--- config.mk ---
export PLATFORM = sky130hd
export DESIGN_NAME = egress_header_rewrite
export DESIGN_NICKNAME = d
export VERILOG_FILES = /design/src/rtl/egress_header_rewrite.sv
export SDC_FILE = /design/constraint.sdc
export NUM_CORES = 1
export LEC_CHECK = 0
export BUFFER_PORTS_ARGS = -buffer_cell sky130_fd_sc_hd__buf_4
export CAP_MARGIN = 20
export CORE_AREA = 2 2 472 474
export CTS_BUF_LIST = sky130_fd_sc_hd__clkbuf_8
export CTS_CLUSTER_SIZE = 20
export DETAILED_ROUTE_END_ITERATION = 10
export DIE_AREA = 0 0 474 476
export GPL_TIMING_DRIVEN = 0
export PLACE_DENSITY_LB_ADDON = 0.2
export SLEW_MARGIN = 20
export SYNTH_ARGS = -nofsm -noshare
export SYNTH_HDL_FRONTEND = slang
export SYNTH_SLANG_ARGS = --single-unit
export TNS_END_PERCENT = 5
--- constraint.sdc ---
create_clock -name AXI_ACLK -period 2.9 [get_ports AXI_ACLK]
set_input_delay 0.58 -clock AXI_ACLK [delete_from_list [all_inputs] [get_ports AXI_ACLK]]
set_output_delay 0.58 -clock AXI_ACLK [all_outputs]
set_load 0.02 [all_outputs]
--- src/rtl/egress_header_rewrite.sv ---
// Egress header rewrite: a one-deep register slice that decrements TTL, patches the IPv4
// checksum and source MAC, and redirects TTL-expired packets to the matching CPU port.
module egress_header_rewrite #(
  parameter int C_S_AXI_DATA_WIDTH   = 32,
  parameter int C_M_AXIS_DATA_WIDTH  = 256,
  parameter int C_S_AXIS_DATA_WIDTH  = 256,
  parameter int C_M_AXIS_TUSER_WIDTH = 128,
  parameter int C_S_AXIS_TUSER_WIDTH = 128,
  parameter int DST_PORT_POS         = 24
) (
  input  logic                               AXI_ACLK,
  input  logic                               AXI_RESET,
  input  logic [C_S_AXIS_DATA_WIDTH-1:0]     S_AXIS_TDATA,
  input  logic [C_S_AXIS_DATA_WIDTH/8-1:0]   S_AXIS_TSTRB,
  input  logic [C_S_AXIS_TUSER_WIDTH-1:0]    S_AXIS_TUSER,
  input  logic                               S_AXIS_TVALID,
  output logic                               S_AXIS_TREADY,
  input  logic                               S_AXIS_TLAST,
  output logic [C_M_AXIS_DATA_WIDTH-1:0]     M_AXIS_TDATA,
  output logic [C_M_AXIS_DATA_WIDTH/8-1:0]   M_AXIS_TSTRB,
  output logic [C_M_AXIS_TUSER_WIDTH-1:0]    M_AXIS_TUSER,
  output logic                               M_AXIS_TVALID,
  input  logic                               M_AXIS_TREADY,
  output logic                               M_AXIS_TLAST,
  input  logic [C_S_AXI_DATA_WIDTH-1:0]      stats_reset,
  input  logic [C_S_AXI_DATA_WIDTH-1:0]      mac0_low,
  input  logic [C_S_AXI_DATA_WIDTH-1:0]      mac0_high,
  input  logic [C_S_AXI_DATA_WIDTH-1:0]      mac1_low,
  input  logic [C_S_AXI_DATA_WIDTH-1:0]      mac1_high,
  input  logic [C_S_AXI_DATA_WIDTH-1:0]      mac2_low,
  input  logic [C_S_AXI_DATA_WIDTH-1:0]      mac2_high,
  input  logic [C_S_AXI_DATA_WIDTH-1:0]      mac3_low,
  input  logic [C_S_AXI_DATA_WIDTH-1:0]      mac3_high,
  output logic [C_S_AXI_DATA_WIDTH-1:0]      rewritten_count,
  output logic [C_S_AXI_DATA_WIDTH-1:0]      ttl_expired_count,
  output logic [C_S_AXI_DATA_WIDTH-1:0]      passthru_count
);
  localparam int CW = C_S_AXI_DATA_WIDTH;
  localparam logic [CW-1:0] CNT_ONE = CW'(1);

  typedef enum logic {ST_HDR, ST_BODY} state_e;

  state_e                            state_q, state_d;
  logic                              tvalid_q, tvalid_d;
  logic                              tlast_q, tlast_d;
  logic [C_M_AXIS_DATA_WIDTH-1:0]    tdata_q, tdata_d;
  logic [C_M_AXIS_DATA_WIDTH/8-1:0]  tstrb_q, tstrb_d;
  logic [C_M_AXIS_TUSER_WIDTH-1:0]   tuser_q, tuser_d;
  logic [CW-1:0]                     rew_cnt_q, rew_cnt_d;
  logic [CW-1:0]                     exp_cnt_q, exp_cnt_d;
  logic [CW-1:0]                     pass_cnt_q, pass_cnt_d;

  logic        s_fire, ip_ok, mac_hit, do_rewrite, do_expire;
  logic [1:0]  mac_sel;
  logic [47:0] port_mac;
  logic [7:0]  ttl, cpu_byte;
  logic [15:0] hc_new;
  logic [16:0] cksum_sum;
  logic        unused_mac_high;

  // Handshake: a beat moves on S when S_AXIS_TVALID && S_AXIS_TREADY and on M when
  // M_AXIS_TVALID && M_AXIS_TREADY; the slot accepts whenever it is empty or draining.
  assign S_AXIS_TREADY = !tvalid_q || M_AXIS_TREADY;
  assign s_fire        = S_AXIS_TVALID && S_AXIS_TREADY;

  assign ip_ok      = (S_AXIS_TDATA[159:144] == 16'h0800) && (S_AXIS_TDATA[143:136] == 8'h45);
  assign ttl        = S_AXIS_TDATA[79:72];
  assign do_rewrite = ip_ok && mac_hit && (ttl > 8'd1);
  assign do_expire  = ip_ok && mac_hit && (ttl <= 8'd1);
  assign cksum_sum  = {1'b0, S_AXIS_TDATA[63:48]} + 17'h00100;
  assign hc_new     = cksum_sum[15:0] + {15'd0, cksum_sum[16]};
  assign cpu_byte   = 8'b0000_0010 << {mac_sel, 1'b0};

  assign unused_mac_high = ^{mac0_high[31:16], mac1_high[31:16], mac2_high[31:16], mac3_high[31:16]};

  // Lowest-numbered MAC port wins when several MAC bits are set.
  always_comb begin
    mac_hit = 1'b0;
    mac_sel = 2'd0;
    for (int i = 3; i >= 0; i--) begin
      if (S_AXIS_TUSER[DST_PORT_POS + 2*i]) begin
        mac_hit = 1'b1;
        mac_sel = 2'(i);
      end
    end
  end

  always_comb begin
    port_mac = {mac0_high[15:0], mac0_low};
    case (mac_sel)
      2'd1:    port_mac = {mac1_high[15:0], mac1_low};
      2'd2:    port_mac = {mac2_high[15:0], mac2_low};
      2'd3:    port_mac = {mac3_high[15:0], mac3_low};
      default: port_mac = {mac0_high[15:0], mac0_low};
    endcase
  end

  always_comb begin
    state_d    = state_q;
    tvalid_d   = tvalid_q;
    tlast_d    = tlast_q;
    tdata_d    = tdata_q;
    tstrb_d    = tstrb_q;
    tuser_d    = tuser_q;
    rew_cnt_d  = rew_cnt_q;
    exp_cnt_d  = exp_cnt_q;
    pass_cnt_d = pass_cnt_q;
    if (s_fire) begin
      tvalid_d = 1'b1;
      tlast_d  = S_AXIS_TLAST;
      tdata_d  = S_AXIS_TDATA;
      tstrb_d  = S_AXIS_TSTRB;
      tuser_d  = S_AXIS_TUSER;
      state_d  = S_AXIS_TLAST ? ST_HDR : ST_BODY;
      if (state_q == ST_HDR) begin
        if (do_rewrite) begin
          tdata_d[79:72]   = ttl - 8'd1;
          tdata_d[63:48]   = hc_new;
          tdata_d[207:160] = port_mac;
          rew_cnt_d        = rew_cnt_q + CNT_ONE;
        end else if (do_expire) begin
          tuser_d[DST_PORT_POS +: 8] = cpu_byte;
          exp_cnt_d                  = exp_cnt_q + CNT_ONE;
        end else begin
          pass_cnt_d = pass_cnt_q + CNT_ONE;
        end
      end
    end else if (M_AXIS_TREADY) begin
      tvalid_d = 1'b0;
    end
    if (stats_reset == CNT_ONE) begin
      rew_cnt_d  = '0;
      exp_cnt_d  = '0;
      pass_cnt_d = '0;
    end
  end

  always_ff @(posedge AXI_ACLK) begin
    if (AXI_RESET) begin
      state_q    <= ST_HDR;
      tvalid_q   <= 1'b0;
      tlast_q    <= 1'b0;
      tdata_q    <= '0;
      tstrb_q    <= '0;
      tuser_q    <= '0;
      rew_cnt_q  <= '0;
      exp_cnt_q  <= '0;
      pass_cnt_q <= '0;
    end else begin
      state_q    <= state_d;
      tvalid_q   <= tvalid_d;
      tlast_q    <= tlast_d;
      tdata_q    <= tdata_d;
      tstrb_q    <= tstrb_d;
      tuser_q    <= tuser_d;
      rew_cnt_q  <= rew_cnt_d;
      exp_cnt_q  <= exp_cnt_d;
      pass_cnt_q <= pass_cnt_d;
    end
  end

  assign M_AXIS_TVALID     = tvalid_q;
  assign M_AXIS_TLAST      = tlast_q;
  assign M_AXIS_TDATA      = tdata_q;
  assign M_AXIS_TSTRB      = tstrb_q;
  assign M_AXIS_TUSER      = tuser_q;
  assign rewritten_count   = rew_cnt_q;
  assign ttl_expired_count = exp_cnt_q;
  assign passthru_count    = pass_cnt_q;
endmodule

After elaboration in Yosys (flattened, before gate mapping)
Cells that the tools add are included.

Bits in registers: 515. Input port bits: 709. Output and inout port bits: 515. Logic and storage cells: 60.

Add/subtract/negate cells: 6. Magnitude comparators: 2. Equal/unequal tests: 6. Shifts and indexed selects: 1. Mux-type cells: 21. Bitwise gates (word level): 3. Reductions and logical operators: 12.

Operators by type and width (count): one-hot mux 48 bit (3 select lines) (1); adder 32 x 1 -> 32 bit, second input constant (3); 2-to-1 mux 48 bit (2); 2-to-1 mux 8 bit (5); == test 32 x 1 -> 1 bit, second input constant (1); 2-to-1 mux 16 bit (2); adder 16 x 9 -> 17 bit, second input constant (1); adder 16 x 1 -> 16 bit (1); == test 16 x 12 -> 1 bit, second input constant (1); == test 8 x 7 -> 1 bit, second input constant (1); > comparator 8 x 1 -> 1 bit, second input constant (1); <= comparator 8 x 1 -> 1 bit, second input constant (1); 2-to-1 mux 2 bit (4); AND reduction 4 bit (2); left shift 2 x 3 -> 8 bit, first input constant (1); subtractor 8 x 1 -> 8 bit, second input constant (1); 2-to-1 mux 1 bit (7); logical AND 1 bit (5); == test 2 bit, second input constant (2); NOT 1 bit (3); AND reduction 3 bit (1); == test 2 x 1 -> 1 bit, second input constant (1); nonzero test 2 bit (1); OR reduction 2 bit (1); 2 further kinds (2).

Longest topological paths before layout
Gate-level depths: netlist of run 1.

Depth after elaboration: 9. Gate-level depth with buffers: 13. Gate-level depth less buffers: 12.

Least setup slack after synthesis of run 1
OpenSTA, ideal clock, no wires.

Kind: input-to-reg. Start: input S_AXIS_TDATA[58]. End: register tdata_q[62], in the netlist M_AXIS_TDATA[62]. Library setup time: 0.091 ns. Data arrival time: 2.592 ns. Required time: 2.809 ns. Setup slack: 0.217 ns. Stages: 12. Path buffers: 1. Cells stage by stage: clkbuf_1 and3_1 nand3_1 inv_1 and3_1 ha_1 ha_1 nand4_1 nor2_1 a31oi_1 or3_1 a311oi_1.

Cells in the longest elaborated chain, start to end: 4.

Ends and longest elaborated chain: start: declaration (RTL line 13) `input logic [C_S_AXIS_DATA_WIDTH-1:0] S_AXIS_TDATA,`; adder 16 x 9 -> 17 bit (RTL line 70) `assign cksum_sum = {1'b0, S_AXIS_TDATA[63:48]} + 17'h00100;`; adder 16 x 1 -> 16 bit (RTL line 71) `assign hc_new = cksum_sum[15:0] + {15'd0, cksum_sum[16]};`; 2-to-1 mux 16 bit (RTL line 116) `if (do_rewrite) begin`; 2-to-1 mux 16 bit (RTL line 115) `if (state_q == ST_HDR) begin`; end signal: assignment (RTL line 153) `tdata_q <= tdata_d;`; end: declaration (RTL line 46) `logic [C_M_AXIS_DATA_WIDTH-1:0] tdata_q, tdata_d;`.

Every way passes these cells. A chain may end at the register's enable or synchronous reset.

Worst setup path in the final report of run 1
Start: input S_AXIS_TVALID. End: register tuser_q[68], in the netlist M_AXIS_TUSER[68].

Cells in the longest elaborated chain, start to end: 1.

Ends and longest elaborated chain: start: declaration (RTL line 16) `input logic S_AXIS_TVALID,`; logical AND 1 bit (RTL line 64) `assign s_fire = S_AXIS_TVALID && S_AXIS_TREADY;`; end signal: assignment (RTL line 155) `tuser_q <= tuser_d;`; end: declaration (RTL line 48) `logic [C_M_AXIS_TUSER_WIDTH-1:0] tuser_q, tuser_d;`.

Every way passes these cells.

==> results of run 1 <==
state kept, by name, indices dropped and copies added (netlist names), 32 cells and up:
name / count
M_AXIS_TDATA: 256
M_AXIS_TUSER: 128
M_AXIS_TSTRB: 32
passthru_count: 32
rewritten_count: 32
ttl_expired_count: 32
synthesized netlist by cell type (all sizes together), types with 3 or more instances:
cell	instances	area, sq um
inv	22	82.58
nand4	32	215.2
nand2	831	3122
a31oi	3	18.77
o211ai	48	360.4
and2	4	25.02
mux2i	3	30.03
nand3b	3	22.52
nor4b	10	123.9
clkbuf	185	694.4
a21oi	370	1852
o21ai	22	110.1
and4	12	105.1
a22oi	48	360.4
nor2	174	660.6
nor4	38	292.8
and3	10	62.56
a211oi	20	155.1
buf	21	98.85
ha	10	125.1
xnor2	51	446.7
dfxtp	515	10310
or4	10	75.07
a311oi	53	464.2
or3	21	131.4
nor3b	3	22.52
nor3	37	190.2
nand3	103	515.5
xor2	41	359.1
per-stage QoR:
step | instances | hold slack (ns) | setup TNS (ns)
after floorplan | 2725 | 0.5302 | 0
after global placement | 6856 | 0.4440 | -955.81
after detailed placement | 6863 | 0.4467 | -286.07
after CTS | 7483 | 0.0005936 | -0.4549
after global routing | 7519 | 0.02787 | -3.154
final | 7529 | 0.1473 | 0
cells by family after synthesis:
logic type               after synthesis  synth area share, %
flip-flops                           515                48.55
multiplexers                           3               0.1414
buffers and inverters                228                4.125
AND/OR/NAND/NOR                     1297                26.52
XOR/XNOR                              92                3.795
adder cells (fa/ha/maj)               10               0.5892
AO/OA/AOI/OAI                        580                16.27
worst min-delay path: stages:
cell and delay, ns:
buf_4 0.08, nand2_1 0.13, a21oi_1 0.15
layout make-up:
cell class,count,area share (%)
Tap cell,2975,9.178
Clock buffer,128,4.344
Clock inverter,58,0.9378
Inverter,22,0.2036
Buffer,206,2.122
Multi-Input combinational cell,1982,25.07
Sequential cell,515,25.42
Timing Repair Buffer,1604,32.48
Antenna cell,39,0.2406
power by group through the flow:
| stage | clock (uW) | combinational, uW | sequential, uW |
|---|---|---|---|
| after CTS | 8570 | 4130 | 7680 |
| after global routing | 8820 | 4320 | 7720 |
| after global placement | 0 | 3550 | 7820 |
| final | 8170 | 4040 | 7690 |
| after detailed placement | 0 | 3570 | 7830 |
| after floorplan | 0 | 860 | 8210 |
what timing repair did:
item / 4_1_cts / 5_1_grt
gates cloned: 0 / 0
buffers inserted: 1 / 7
hold endpoints to repair: 379 / 0
endpoints found under the setup margin: 371 / 114
gates resized for setup: 29 / 13
pin swaps: 2 / 2
hold buffers: 433 / 0
worst paths after layout:
path,from,end,depth (start not counted)
setup reg to reg,M_AXIS_TVALID$_SDFFE_PP0P_,M_AXIS_TUSER[68]$_SDFFE_PP0P_,7
hold / removal,S_AXIS_TDATA[46],M_AXIS_TDATA[46]$_SDFFE_PP0P_,3
hold reg to reg,M_AXIS_TDATA[108]$_SDFFE_PP0P_,M_AXIS_TDATA[108]$_SDFFE_PP0P_,2
setup / recovery,S_AXIS_TVALID,M_AXIS_TUSER[68]$_SDFFE_PP0P_,9
layer usage:
layer  vias up  GRT usage (%)  routed length [microns]
met1     12920          17.48                    71160
met4        26          5.713                     6960
met3       283          4.366                    13230
met2      1132          25.82                    85960
li1      12820              -                        -
met5         -              0                      166
==> impl_results.md, run 1 <==
- Fmax achieved: around 350 MHz
- Wire length per cell: 23.57 microns
- Outcome: completed
- Deepest clock path buffer count: 3
- Ports: roughly 1200
- Vias post-DR: 27190
- CTS sink cnt: 515
- Worst-path clk slew: 0.06 ns
- Mapped Area: 21230 sq um
- Maxcap violations: 0
- Power Density: 490.5 nW/um^2
- Logic pwr share: between 20% and 30%
- Post-synth EDFFs: 0
- Register share of total power: 38.6%
- WS Path Type: in -> reg
- Worst path slowest cell: clkbuf_1
- Drt first pass iters: 6
- Critical Path End Type: register
- Yosys cell types: 57
- Post-route ant nets: 0
- YS warnings: 0
- Cell area after layout: 40560 sq um
- Final Max Slew Viols: 0
- DR vias/cell: 3.611
- Critical path fanouts, max: 11
- Die width: 474 microns
- Delay of the slowest critical-path stage: 0.64 ns
- CTS tree: built
- GPL Wtd Cong: ~0.89
- VDD IR max: 0.0002985 V
- Root buffer cell: clkbuf_8
- Worst skew pair latency: between 0.8 and 0.9 ns
- CP Data Required Time: between 3 and 4 ns
- Worst-margin pin slew: about 1.1 ns
- First-pass GRT wire length: around 230 mm
- DRT Wirelength: 177.5 mm
- Filler Cell Count: 25270
- Synthesized flop and latch total: 515
- Layout cells sized above 1: roughly 31%
- Rel. slew slack: about 25%
- DRC: 0
- Most common cell type on the critical path: clkbuf_1
- Finish-stage setup viols: 0
- Sequential cell area: 10310 sq um
- PnR worst setup slack: 0.05579 ns
- RSZ-0062 raised after global routing: true
- IO buf count: approximately 1200
- Hpwl dp: 149.7 mm
- Initial drt markers: between 1000 and 1500
- Nets: a little over 5000
- Core region area: 221000 sq um
- WP buf/inv: 6
- Setup slack at placement: -1.482 ns
- Initial antenna violation count: 82
- Sw Ratio: around a third
- Worst Path Arrival: 3.60 ns
- Most common cell after layout, fill and taps aside: buf_4
- Seq/Total Area, Yosys: 48.55%
- Die Y: 476 microns
- Initial Util: 9.608%
- Critical path, cell by cell: dlygate4sd3_1 > buf_4 > inv_1 > nor2_4 > buf_16 > clkbuf_1 > clkbuf_1 > nand2_1 > a21oi_1
- LEAKAGE: 0.01670 uW
- Min cycle time layout: 2.844 ns
- Clock power share: 41.1%
- Switching power: 6372 uW
- FF-to-FF setup slack: 0.06 ns
- Fin. Hold Viols: 0
- Total track usage: 15.00%
- HP Class: in -> reg
- Placement Cell Area: around 34000 sq um
- Internal power: approximately 14000 uW
- Asr flop ratio synth: 0%
- Clock skew: 0.06454 ns
- Synth Net Count: 3444
- Pin count of the biggest net entering global routing: 16
- Ys flop type: dfxtp_1
- Syn_area_per_cell: ~7.8 sq um
- FP Rows: ~170
- P&R area growth vs syn: 91.01%
- Total power: a little under 20000 uW
- Most frequent cells in the layout: buf_4, nand2_1, dfxtp_1
- Layout Utilization: between 10% and 20%
- Overflow after GRT: 0
- Synth Instances: roughly 2700
- TritonCTS Buffers: around 110
- Vias in the first global route: between 20000 and 30000
- Startpoint Class: input pin
- H-tree depth: 3
- Crit path max-delay family: buffers and inverters
- Die ar.: 225600 sq um
- Period utilization: a little over nine tenths
- Area of the multi-input gates: 10170 sq um
Note: power is estimated with default switching activity, not from simulation.
==> run 2: changes to the inputs <==
SETUP_SLACK_MARGIN = 0.4   (was default)
==> impl_results.md, run 2 (same netlist as run 1, synthesis figures left out) <==
- P&R area growth vs syn: 91.72%
- Root buffer cell: clkbuf_8
- Delay of the slowest critical-path stage: 0.66 ns
- Maxcap violations: 0
- RSZ-0062 raised after global routing: true
- Worst skew pair latency: roughly 0.87 ns
- Post-route ant nets: 0
- Finish-stage setup viols: 0
- Initial drt markers: 1267
- HP Class: in -> reg
- Startpoint Class: register
- Die Y: 476 microns
- Initial antenna violation count: 43
- Layout cells sized above 1: 31.96%
- Fin. Hold Viols: 0
- WP buf/inv: 2
- Post-placement cell count: 6866
- Critical Path End Type: register
- Most common cell type on the critical path: buf_2
- H-tree depth: 3
- Pin count of the biggest net entering global routing: 17
- Overflow after GRT: 0
- LEAKAGE: 0.01681 uW
- Worst path slowest cell: or4_1
- FP Rows: 173
- Nets: 5146
- WS Path Type: reg -> reg
- Wire length per cell: 22.68 microns
- Total track usage: ~14%
- Outcome: completed
- Hpwl dp: 142.7 mm
- TritonCTS Buffers: 108
- Most common cell after layout, fill and taps aside: buf_4
- Ports: roughly 1200
- Power Density: 502.6 nW/um^2
- GPL Wtd Cong: 0.8746
- Critical path, cell by cell: buf_2 > nor3_2 > nand2_2 > or4_1 > buf_2 > or3_1 > a21oi_1
- Rel. slew slack: about 30%
- Deepest clock path buffer count: 3
- Initial Util: 9.608%
- Met1 usage: 17.67%
- Vias in the first global route: 27140
- Clock skew: 0.04334 ns
- Worst-margin pin slew: between 1 and 1.5 ns
- Crit path max-delay family: simple AND/OR/NAND/NOR gates
- Max reg flops: around 260
- Worst Path Arrival: 3.46 ns
- Core region area: 221000 sq um
- Drt first pass iters: 6
- Final Max Slew Viols: 0
- Die ar.: ~230000 sq um
- Vias post-DR: 26770
- First-pass GRT wire length: 224.9 mm
- Most Crowded Layer GR: met2
- CP Data Required Time: 3.62 ns
- Worst-path clk slew: 0.06 ns
- DRT Wirelength: 170.3 mm
- Fmax achieved: 365.3 MHz
- Setup slack at placement: -1.231 ns
- PnR worst setup slack: 0.1623 ns
- GR Util met2: 24.04%
- Min cycle time layout: 2.738 ns
- DR vias/cell: 3.565
- Period utilization: 94.40%
- Most frequent cells in the layout: buf_4, nand2_1, dfxtp_1
- DRC: 0
- Finished Layout Cells: 7508
- Placement Cell Area: 33940 sq um
- CTS tree: built
- IO buf count: roughly 1200
- Critical path fanouts, max: 10
- Global routing usage on met3: around 3.8%
- Cell area after layout: 40710 sq um
- VDD IR max: 0.0003288 V
- CTS sink cnt: 515
- Die width: 474 microns
-- run 2: cell types whose count changed in the layout (fill, tap and decap cells not counted), moves of 4 or more --
cell / before / now
clkinv_2: 14 / 9
clkbuf_2: 25 / 38
clkbuf_1: 151 / 142
clkbuf_8: 129 / 137
dlygate4sd3_1: 433 / 412
diode_2: 39 / 21
buf_4: 1167 / 1171
-- run 2: area by class of cell --
cell class	instances	area (sq um)
well taps	2975	3722
multi-input cells	1982	10180
clock buffers	135	1858
inverters	22	82.58
clock inverters	60	491.7
plain buffers	206	888.4
fillers	25150	180300
flip-flops and latches	515	10310
repair buffers	1592	13120
diodes	21	52.55
-- run 2: final timing paths --
check,to,slack [ns],from,cells after the start
worst min-delay path,M_AXIS_TUSER[13]$_SDFFE_PP0P_,0.11,S_AXIS_TUSER[13],3
worst max register to register,rewritten_count[16]$_SDFFE_PP0P_,0.16,state_q$_SDFFE_PP0P_,7
worst min register to register,M_AXIS_TDATA[84]$_SDFFE_PP0P_,0.45,M_AXIS_TDATA[84]$_SDFFE_PP0P_,2
worst max-delay path,rewritten_count[16]$_SDFFE_PP0P_,0.16,state_q$_SDFFE_PP0P_,7
-- run 2: timing repair --
item	in CTS	in global routing
endpoints found under the hold margin	402	0
setup buffers	10	4
pin swaps	4	2
hold buffers	412	0
setup endpoints to repair	480	437
gates resized for setup	34	17
-- run 2: metal layers --
layer  up-vias  part of all wire, %
li1      12790                    -
met1     12670                   43
met2      1060                   47
met3       243                  7.0
met4         8                  3.4
met5         -                0.032
-- run 2: per-stage QoR --
stage / power [uW] / util (%) / TNS [ns] / hold slack, ns
floorplan: 9073 / - / 0 / 0.5302
global placement: 11330 / 15.25 / -884.75 / 0.4425
detailed placement: 11390 / 15.36 / -215.04 / 0.4472
CTS: 20960 / 18.37 / 0 / 0.0009322
global route: 21440 / 18.41 / 0 / 0.05717
finish: 20460 / 18.42 / 0 / 0.1124
-- run 2: worst min-delay path: stages --
cell	delay, ns
buf_4	0.11
nand2_1	0.11
a21oi_1	0.08
-- run 2: report_power, final --
group	leakage, uW	internal, uW	switching (uW)
registers	0.00423	7450	240
clock network	0.00134	4830	3950
logic	0.0112	1740	2250
